$ cat config.mk
export PLATFORM = sky130hd
export DESIGN_NAME = instr_fetch_queue
export DESIGN_NICKNAME = d
export VERILOG_FILES = /design/src/rtl/mips_pkg.sv /design/src/rtl/instr_decode.sv /design/src/rtl/instr_fetch_queue.sv
export SDC_FILE = /design/constraint.sdc
export NUM_CORES = 1
export LEC_CHECK = 0
export BUFFER_PORTS_ARGS = -buffer_cell sky130_fd_sc_hd__buf_4
export CAP_MARGIN = 20
export CORE_ASPECT_RATIO = 0.75
export CORE_UTILIZATION = 50
export CTS_BUF_LIST = sky130_fd_sc_hd__clkbuf_8
export DETAILED_ROUTE_END_ITERATION = 12
export PLACE_DENSITY = 0.72
export REMOVE_ABC_BUFFERS = 1
export SLEW_MARGIN = 5
export SYNTH_ARGS = -nofsm -noshare
export SYNTH_HDL_FRONTEND = slang
export SYNTH_SLANG_ARGS = --single-unit
$ cat constraint.sdc
create_clock -name clk -period 8.61 [get_ports clk]
set_input_delay 1.2915 -clock clk [delete_from_list [all_inputs] [get_ports clk]]
set_output_delay 1.2915 -clock clk [all_outputs]
set_load 0.005 [all_outputs]
$ cat src/rtl/mips_pkg.sv
// Shared MIPS encoding constants, field positions and the decoded-head payload type.
package mips_pkg;

  localparam logic [5:0] OP_RTYPE = 6'h00;
  localparam logic [5:0] OP_J     = 6'h02;
  localparam logic [5:0] OP_JAL   = 6'h03;
  localparam logic [5:0] OP_BEQ   = 6'h04;
  localparam logic [5:0] OP_BNE   = 6'h05;

  localparam int unsigned OPCODE_MSB = 31;
  localparam int unsigned OPCODE_LSB = 26;
  localparam int unsigned RS_MSB     = 25;
  localparam int unsigned RS_LSB     = 21;
  localparam int unsigned RT_MSB     = 20;
  localparam int unsigned RT_LSB     = 16;
  localparam int unsigned RD_MSB     = 15;
  localparam int unsigned RD_LSB     = 11;
  localparam int unsigned SHAMT_MSB  = 10;
  localparam int unsigned SHAMT_LSB  = 6;
  localparam int unsigned FUNCT_MSB  = 5;
  localparam int unsigned FUNCT_LSB  = 0;
  localparam int unsigned IMM_MSB    = 15;
  localparam int unsigned IMM_LSB    = 0;
  localparam int unsigned JADDR_MSB  = 25;
  localparam int unsigned JADDR_LSB  = 0;

  typedef struct packed {
    logic [5:0]  opcode;
    logic [4:0]  rs;
    logic [4:0]  rt;
    logic [4:0]  rd;
    logic [4:0]  shamt;
    logic [5:0]  funct;
    logic [15:0] immediate;
    logic [25:0] jump_address;
    logic        is_rtype;
    logic        is_jump;
    logic        is_branch;
  } decode_t;

endpackage

$ cat src/rtl/instr_decode.sv
// Combinational MIPS field extraction and classification; all zero when the word is not valid.
module instr_decode
  import mips_pkg::*;
(
  input  logic        valid_i,
  input  logic [31:0] instr_i,
  output decode_t     dec_o
);

  logic [5:0] op;

  assign op = instr_i[OPCODE_MSB:OPCODE_LSB];

  always_comb begin
    dec_o = '0;
    if (valid_i) begin
      dec_o.opcode       = op;
      dec_o.rs           = instr_i[RS_MSB:RS_LSB];
      dec_o.rt           = instr_i[RT_MSB:RT_LSB];
      dec_o.rd           = instr_i[RD_MSB:RD_LSB];
      dec_o.shamt        = instr_i[SHAMT_MSB:SHAMT_LSB];
      dec_o.funct        = instr_i[FUNCT_MSB:FUNCT_LSB];
      dec_o.immediate    = instr_i[IMM_MSB:IMM_LSB];
      dec_o.jump_address = instr_i[JADDR_MSB:JADDR_LSB];
      dec_o.is_rtype     = (op == OP_RTYPE);
      dec_o.is_jump      = (op == OP_J) || (op == OP_JAL);
      dec_o.is_branch    = (op == OP_BEQ) || (op == OP_BNE);
    end
  end

endmodule

$ cat src/rtl/instr_fetch_queue.sv
// DEPTH-entry instruction FIFO of {instr, pc} pairs with a decoded view of the head entry.
module instr_fetch_queue
  import mips_pkg::*;
#(
  parameter int unsigned DEPTH = 4,
  parameter int unsigned IW    = 32,
  parameter int unsigned PCW   = 32
) (
  input  logic                     clk,
  input  logic                     rst_n,
  input  logic                     flush,
  input  logic                     in_valid,
  output logic                     in_ready,
  input  logic [IW-1:0]            in_instr,
  input  logic [PCW-1:0]           in_pc,
  output logic                     out_valid,
  input  logic                     out_ready,
  output logic [PCW-1:0]           out_pc,
  output logic [5:0]               opcode,
  output logic [4:0]               rs,
  output logic [4:0]               rt,
  output logic [4:0]               rd,
  output logic [4:0]               shamt,
  output logic [5:0]               funct,
  output logic [15:0]              immediate,
  output logic [25:0]              jump_address,
  output logic                     is_rtype,
  output logic                     is_jump,
  output logic                     is_branch,
  output logic [$clog2(DEPTH):0]   count
);

  localparam int unsigned AW = $clog2(DEPTH);
  localparam int unsigned CW = AW + 1;

  logic [IW-1:0]  instr_mem_q [DEPTH];
  logic [PCW-1:0] pc_mem_q    [DEPTH];

  logic [AW-1:0] wr_ptr_q, wr_ptr_d;
  logic [AW-1:0] rd_ptr_q, rd_ptr_d;
  logic [CW-1:0] count_q, count_d;
  logic          push, pop;
  logic [IW-1:0] head_instr;
  decode_t       dec;

  assign in_ready  = (count_q != CW'(DEPTH));
  assign out_valid = (count_q != '0);
  assign push      = in_valid && in_ready;
  assign pop       = out_valid && out_ready;

  // Flush wins over any push/pop; pointers wrap naturally since DEPTH is a power of two.
  always_comb begin
    wr_ptr_d = wr_ptr_q;
    rd_ptr_d = rd_ptr_q;
    count_d  = count_q;
    if (flush) begin
      wr_ptr_d = '0;
      rd_ptr_d = '0;
      count_d  = '0;
    end else begin
      if (push) wr_ptr_d = wr_ptr_q + AW'(1);
      if (pop)  rd_ptr_d = rd_ptr_q + AW'(1);
      case ({push, pop})
        2'b10:   count_d = count_q + CW'(1);
        2'b01:   count_d = count_q - CW'(1);
        default: count_d = count_q;
      endcase
    end
  end

  always_ff @(posedge clk or negedge rst_n) begin
    if (!rst_n) begin
      wr_ptr_q <= '0;
      rd_ptr_q <= '0;
      count_q  <= '0;
    end else begin
      wr_ptr_q <= wr_ptr_d;
      rd_ptr_q <= rd_ptr_d;
      count_q  <= count_d;
    end
  end

  // Storage is not reset; occupancy is tracked solely by the pointers and count.
  always_ff @(posedge clk) begin
    if (push && !flush) begin
      instr_mem_q[wr_ptr_q] <= in_instr;
      pc_mem_q[wr_ptr_q]    <= in_pc;
    end
  end

  assign head_instr = instr_mem_q[rd_ptr_q];
  assign out_pc     = out_valid ? pc_mem_q[rd_ptr_q] : '0;
  assign count      = count_q;

  instr_decode u_decode (
    .valid_i (out_valid),
    .instr_i (head_instr[31:0]),
    .dec_o   (dec)
  );

  assign opcode       = dec.opcode;
  assign rs           = dec.rs;
  assign rt           = dec.rt;
  assign rd           = dec.rd;
  assign shamt        = dec.shamt;
  assign funct        = dec.funct;
  assign immediate    = dec.immediate;
  assign jump_address = dec.jump_address;
  assign is_rtype     = dec.is_rtype;
  assign is_jump      = dec.is_jump;
  assign is_branch    = dec.is_branch;

endmodule

==> flow_metrics.env <==
export IMPL_crit_top_cell="buf_4"
export IMPL_port_buffers=182
export IMPL_m1WireLength_mm=8.658
export IMPL_avgSynthCellArea_um2=20.79
export IMPL_clock_skew_ps=18.77
export IMPL_path_delay_family="buffers and inverters"
export IMPL_cp_end_kind="primary output"
export IMPL_status="complete, no violations"
export IMPL_via_per_inst=5.161
export IMPL_power_frac_comb_pct=32.3
export IMPL_multiInputGateArea_um2=2180
export IMPL_cp_slowest_cell="buf_4"
export IMPL_worst_r2r_endpoint="instr_mem_q[0][18]$_DFFE_PP_"
export IMPL_cts_hold_buffers=0
export IMPL_final_hold_viol_count=0
export IMPL_cts_root_buffer="clkbuf_8"
export IMPL_final_net_count=740
export IMPL_crit_arrival_ps=3040
export IMPL_min_path_type="in -> async"
export IMPL_firstDrtPassIters=5
export IMPL_setup_viol=0
export IMPL_grt_pass1_vias=5404
export IMPL_vias=5058
export IMPL_antenna_found_initial=0
export IMPL_tns_ps=0
export IMPL_period_share_pct=50.36
export IMPL_drv_slew=0
export IMPL_antennaDiodeCount=0
export IMPL_fin_cells=980
export IMPL_p_sw_mw=1.017
export IMPL_synth_compound_area_share_pct=0.3709
export IMPL_synthCells=503
export IMPL_synthAdderAreaFrac_pct=0.6700
export IMPL_ys_warn_count=0
export IMPL_rows=45
export IMPL_die_area_um2=21500
export IMPL_clock_sinks=263
export IMPL_finalCriticalPeriod_ps=4336
export IMPL_wl_met3_mm=1.603
export IMPL_drc=0
export IMPL_slowest_delay_ps=750
export IMPL_final_layout_size_suffix_gt1_share_pct=43.70
export IMPL_dieWidth_um=169.0
export IMPL_grt_use_total_pct=18.48
export IMPL_utilization_pct=61.77
export IMPL_dp_hpwl_mm=10.61
export IMPL_syn_area_um2=10460
export IMPL_powerDensity_nw_per_um2=295.2
export IMPL_seqCellArea_um2=7868
export IMPL_cts_htree_levels=2
export IMPL_grt_overflow_total=0
export IMPL_reg2reg_slack_ps=6120
export IMPL_required_ps=7320
export IMPL_synth_distinct_cells=31
export IMPL_path_buf_inv=2
export IMPL_power_leakage_nw=4.460
export IMPL_synth_top_family_by_area="multiplexers"
export IMPL_syn2layout_area_growth_pct=20.39
export IMPL_synth_xor_area_share_pct=0.3350
export IMPL_rsz0062_at_grt="no"
export IMPL_slew_limit_headroom_pct=29.53
export IMPL_highest_layer="met4"
export IMPL_die_h_um=127.2
export IMPL_post_cts_resized=0
export IMPL_seq_area_frac_synth_pct=75.19
export IMPL_wl_per_cell_um=19.75
export IMPL_cts_buffers=41
export IMPL_p_seq_share_pct=41.4
export IMPL_cp_cell_sequence="buf_4 > mux4_1 > or4_4 > nor2b_2 > nor3b_2 > buf_4"
export IMPL_cts_tree="yes"
export IMPL_critPathMaxFanout=66
export IMPL_worst_slew_pin_slew_ps=1057
export IMPL_met2_length_mm=8.845
export IMPL_fin_hold_ws_ps=583.9
export IMPL_drtAntennaViolNets=0
export IMPL_r2r_start="count[0]$_DFFE_PN0P_"
export IMPL_grt_pass1_wl_mm=29.73
export IMPL_final_fill_count=1483
export IMPL_clkTransAtPathRegs_ps=60
export IMPL_drtIter0Drc=353
export IMPL_place_congestion=0.6917
export IMPL_grt_start_max_net_pins=67
export IMPL_ir_drop_mv=0.1928
export IMPL_cp_start_kind="register"
export IMPL_initial_core_util_pct=51.31
export IMPL_max_cap_violations=0
export IMPL_p_sw_share_pct=27.36
export IMPL_muxShareOfSynthArea_pct=14.14
export IMPL_cts_buffer_depth=3
export IMPL_p_int_mw=2.700
export IMPL_reg2reg_depth=4
export IMPL_clockPowerShare_pct=26.3
export IMPL_placed_cells=904
export IMPL_num_io_pins=183
export IMPL_post_cts_repair_setup_buffers=0
export IMPL_power_mw=3.716
export IMPL_clk_latency_ps=530
export IMPL_core_um2=20380
export IMPL_synthSimpleGateAreaFrac_pct=5.229
export IMPL_path_class="reg -> out"
export IMPL_routed_wl_mm=19.36
export IMPL_ys_ff_latch=263
export IMPL_fmax_mhz=230.6
[how the worst max path moves through the flow]
stage | slack, ps | end | cells after the start | from
after floorplan | 3240 | is_rtype | 4 | rd_ptr_q[0]$_DFFE_PN0P_
after global placement | 4750 | is_branch | 4 | rd_ptr_q[0]$_DFFE_PN0P_
after detailed placement | 4720 | jump_address[14] | 4 | rd_ptr_q[0]$_DFFE_PN0P_
after CTS | 4160 | jump_address[14] | 4 | rd_ptr_q[0]$_DFFE_PN0P_
after global routing | 3990 | is_branch | 4 | rd_ptr_q[0]$_DFFE_PN0P_
final | 4270 | is_rtype | 6 | rd_ptr_q[1]$_DFFE_PN0P_
[cell usage after synthesis, drive strengths merged]
library cell  instances  area share [%]
mux4                 63              14
mux2                  2            0.22
buf                  51             3.5
nor3b                 1            0.12
nand2                 2           0.072
a211o                 1           0.084
xnor2                 2            0.17
nand2b                2            0.12
nand3                 3            0.14
nor2                  6            0.22
edfxtp              256              74
xor2                  2            0.17
a21o                  1           0.072
inv                   3            0.11
fa                    1            0.19
o31ai                 1           0.072
nor2b                 2            0.14
nor3                  2           0.096
dfrtp                 7             1.7
ha                    4            0.48
or4                   1            0.11
a21oi                 3            0.14
mux2i                 3            0.29
and2                 68             4.1
or3b                  1           0.084
nand4                 1           0.060
clkbuf               14            0.50
[cells by family after synthesis]
group / after synthesis
flip-flops: 263
buffers and inverters: 68
XOR/XNOR: 4
AND/OR/NAND/NOR: 89
AO/OA/AOI/OAI: 6
multiplexers: 68
adder cells (fa/ha/maj): 5
[worst register-to-register path, cell delays in order, from the launching register on]
cell and delay, ps:
dfrtp_1 470, or3b_1 270, nand2_1 170, nor2_1 250
and2_4 880
[placed cells by master (no fill, tap or decap), drive strengths merged, types with 3 or more instances in the layout]
cell	count
nand3	3
a21oi	3
and2	68
nor2	6
mux4	63
buf	185
ha	4
inv	19
dfrtp	7
clkinv	13
mux2i	3
edfxtp	256
clkbuf	43
[stage by stage]
| step | setup WS, ps | area [µm²] |
|---|---|---|
| 4_1_cts | 4159 | 12560 |
| 3_3_place_gp | 4746 | 11790 |
| 3_5_place_dp | 4719 | 11790 |
| 6_report | 4274 | 12590 |
| 2_1_floorplan | 3239 | 10040 |
| 5_1_grt | 3991 | 12590 |
[cell type report]
class | instances | share of cell area, %
Clock buffer | 43 | 4.701
Clock inverter | 32 | 1.411
Inverter | 3 | 0.08945
Multi-Input combinational cell | 172 | 17.31
Sequential cell | 263 | 62.49
Tap cell | 282 | 2.803
Timing Repair Buffer | 185 | 11.19
[sequential cells by signal, indices dropped and copies added (netlist names)]
register and flops:
pc_mem_q 128, count 3, instr_mem_q 128, wr_ptr_q 2, rd_ptr_q 2
[power groups by stage]
stage	Combinational (mW)	Sequential [mW]	Clock, mW
after floorplan	0.530	1.61	0
final	1.20	1.54	0.977
after global placement	1.19	1.56	0
after CTS	1.20	1.54	1.00
after detailed placement	1.19	1.57	0
after global routing	1.30	1.55	1.07
[layer usage]
layer | global-route usage (%) | vias to the layer above
met1 | 25.43 | 2556
met2 | 28.46 | 189
met5 | 0 | -
li1 | - | 2289
met3 | 6.382 | 24
met4 | 4.928 | 0
Note: power is estimated with default switching activity, not from simulation.
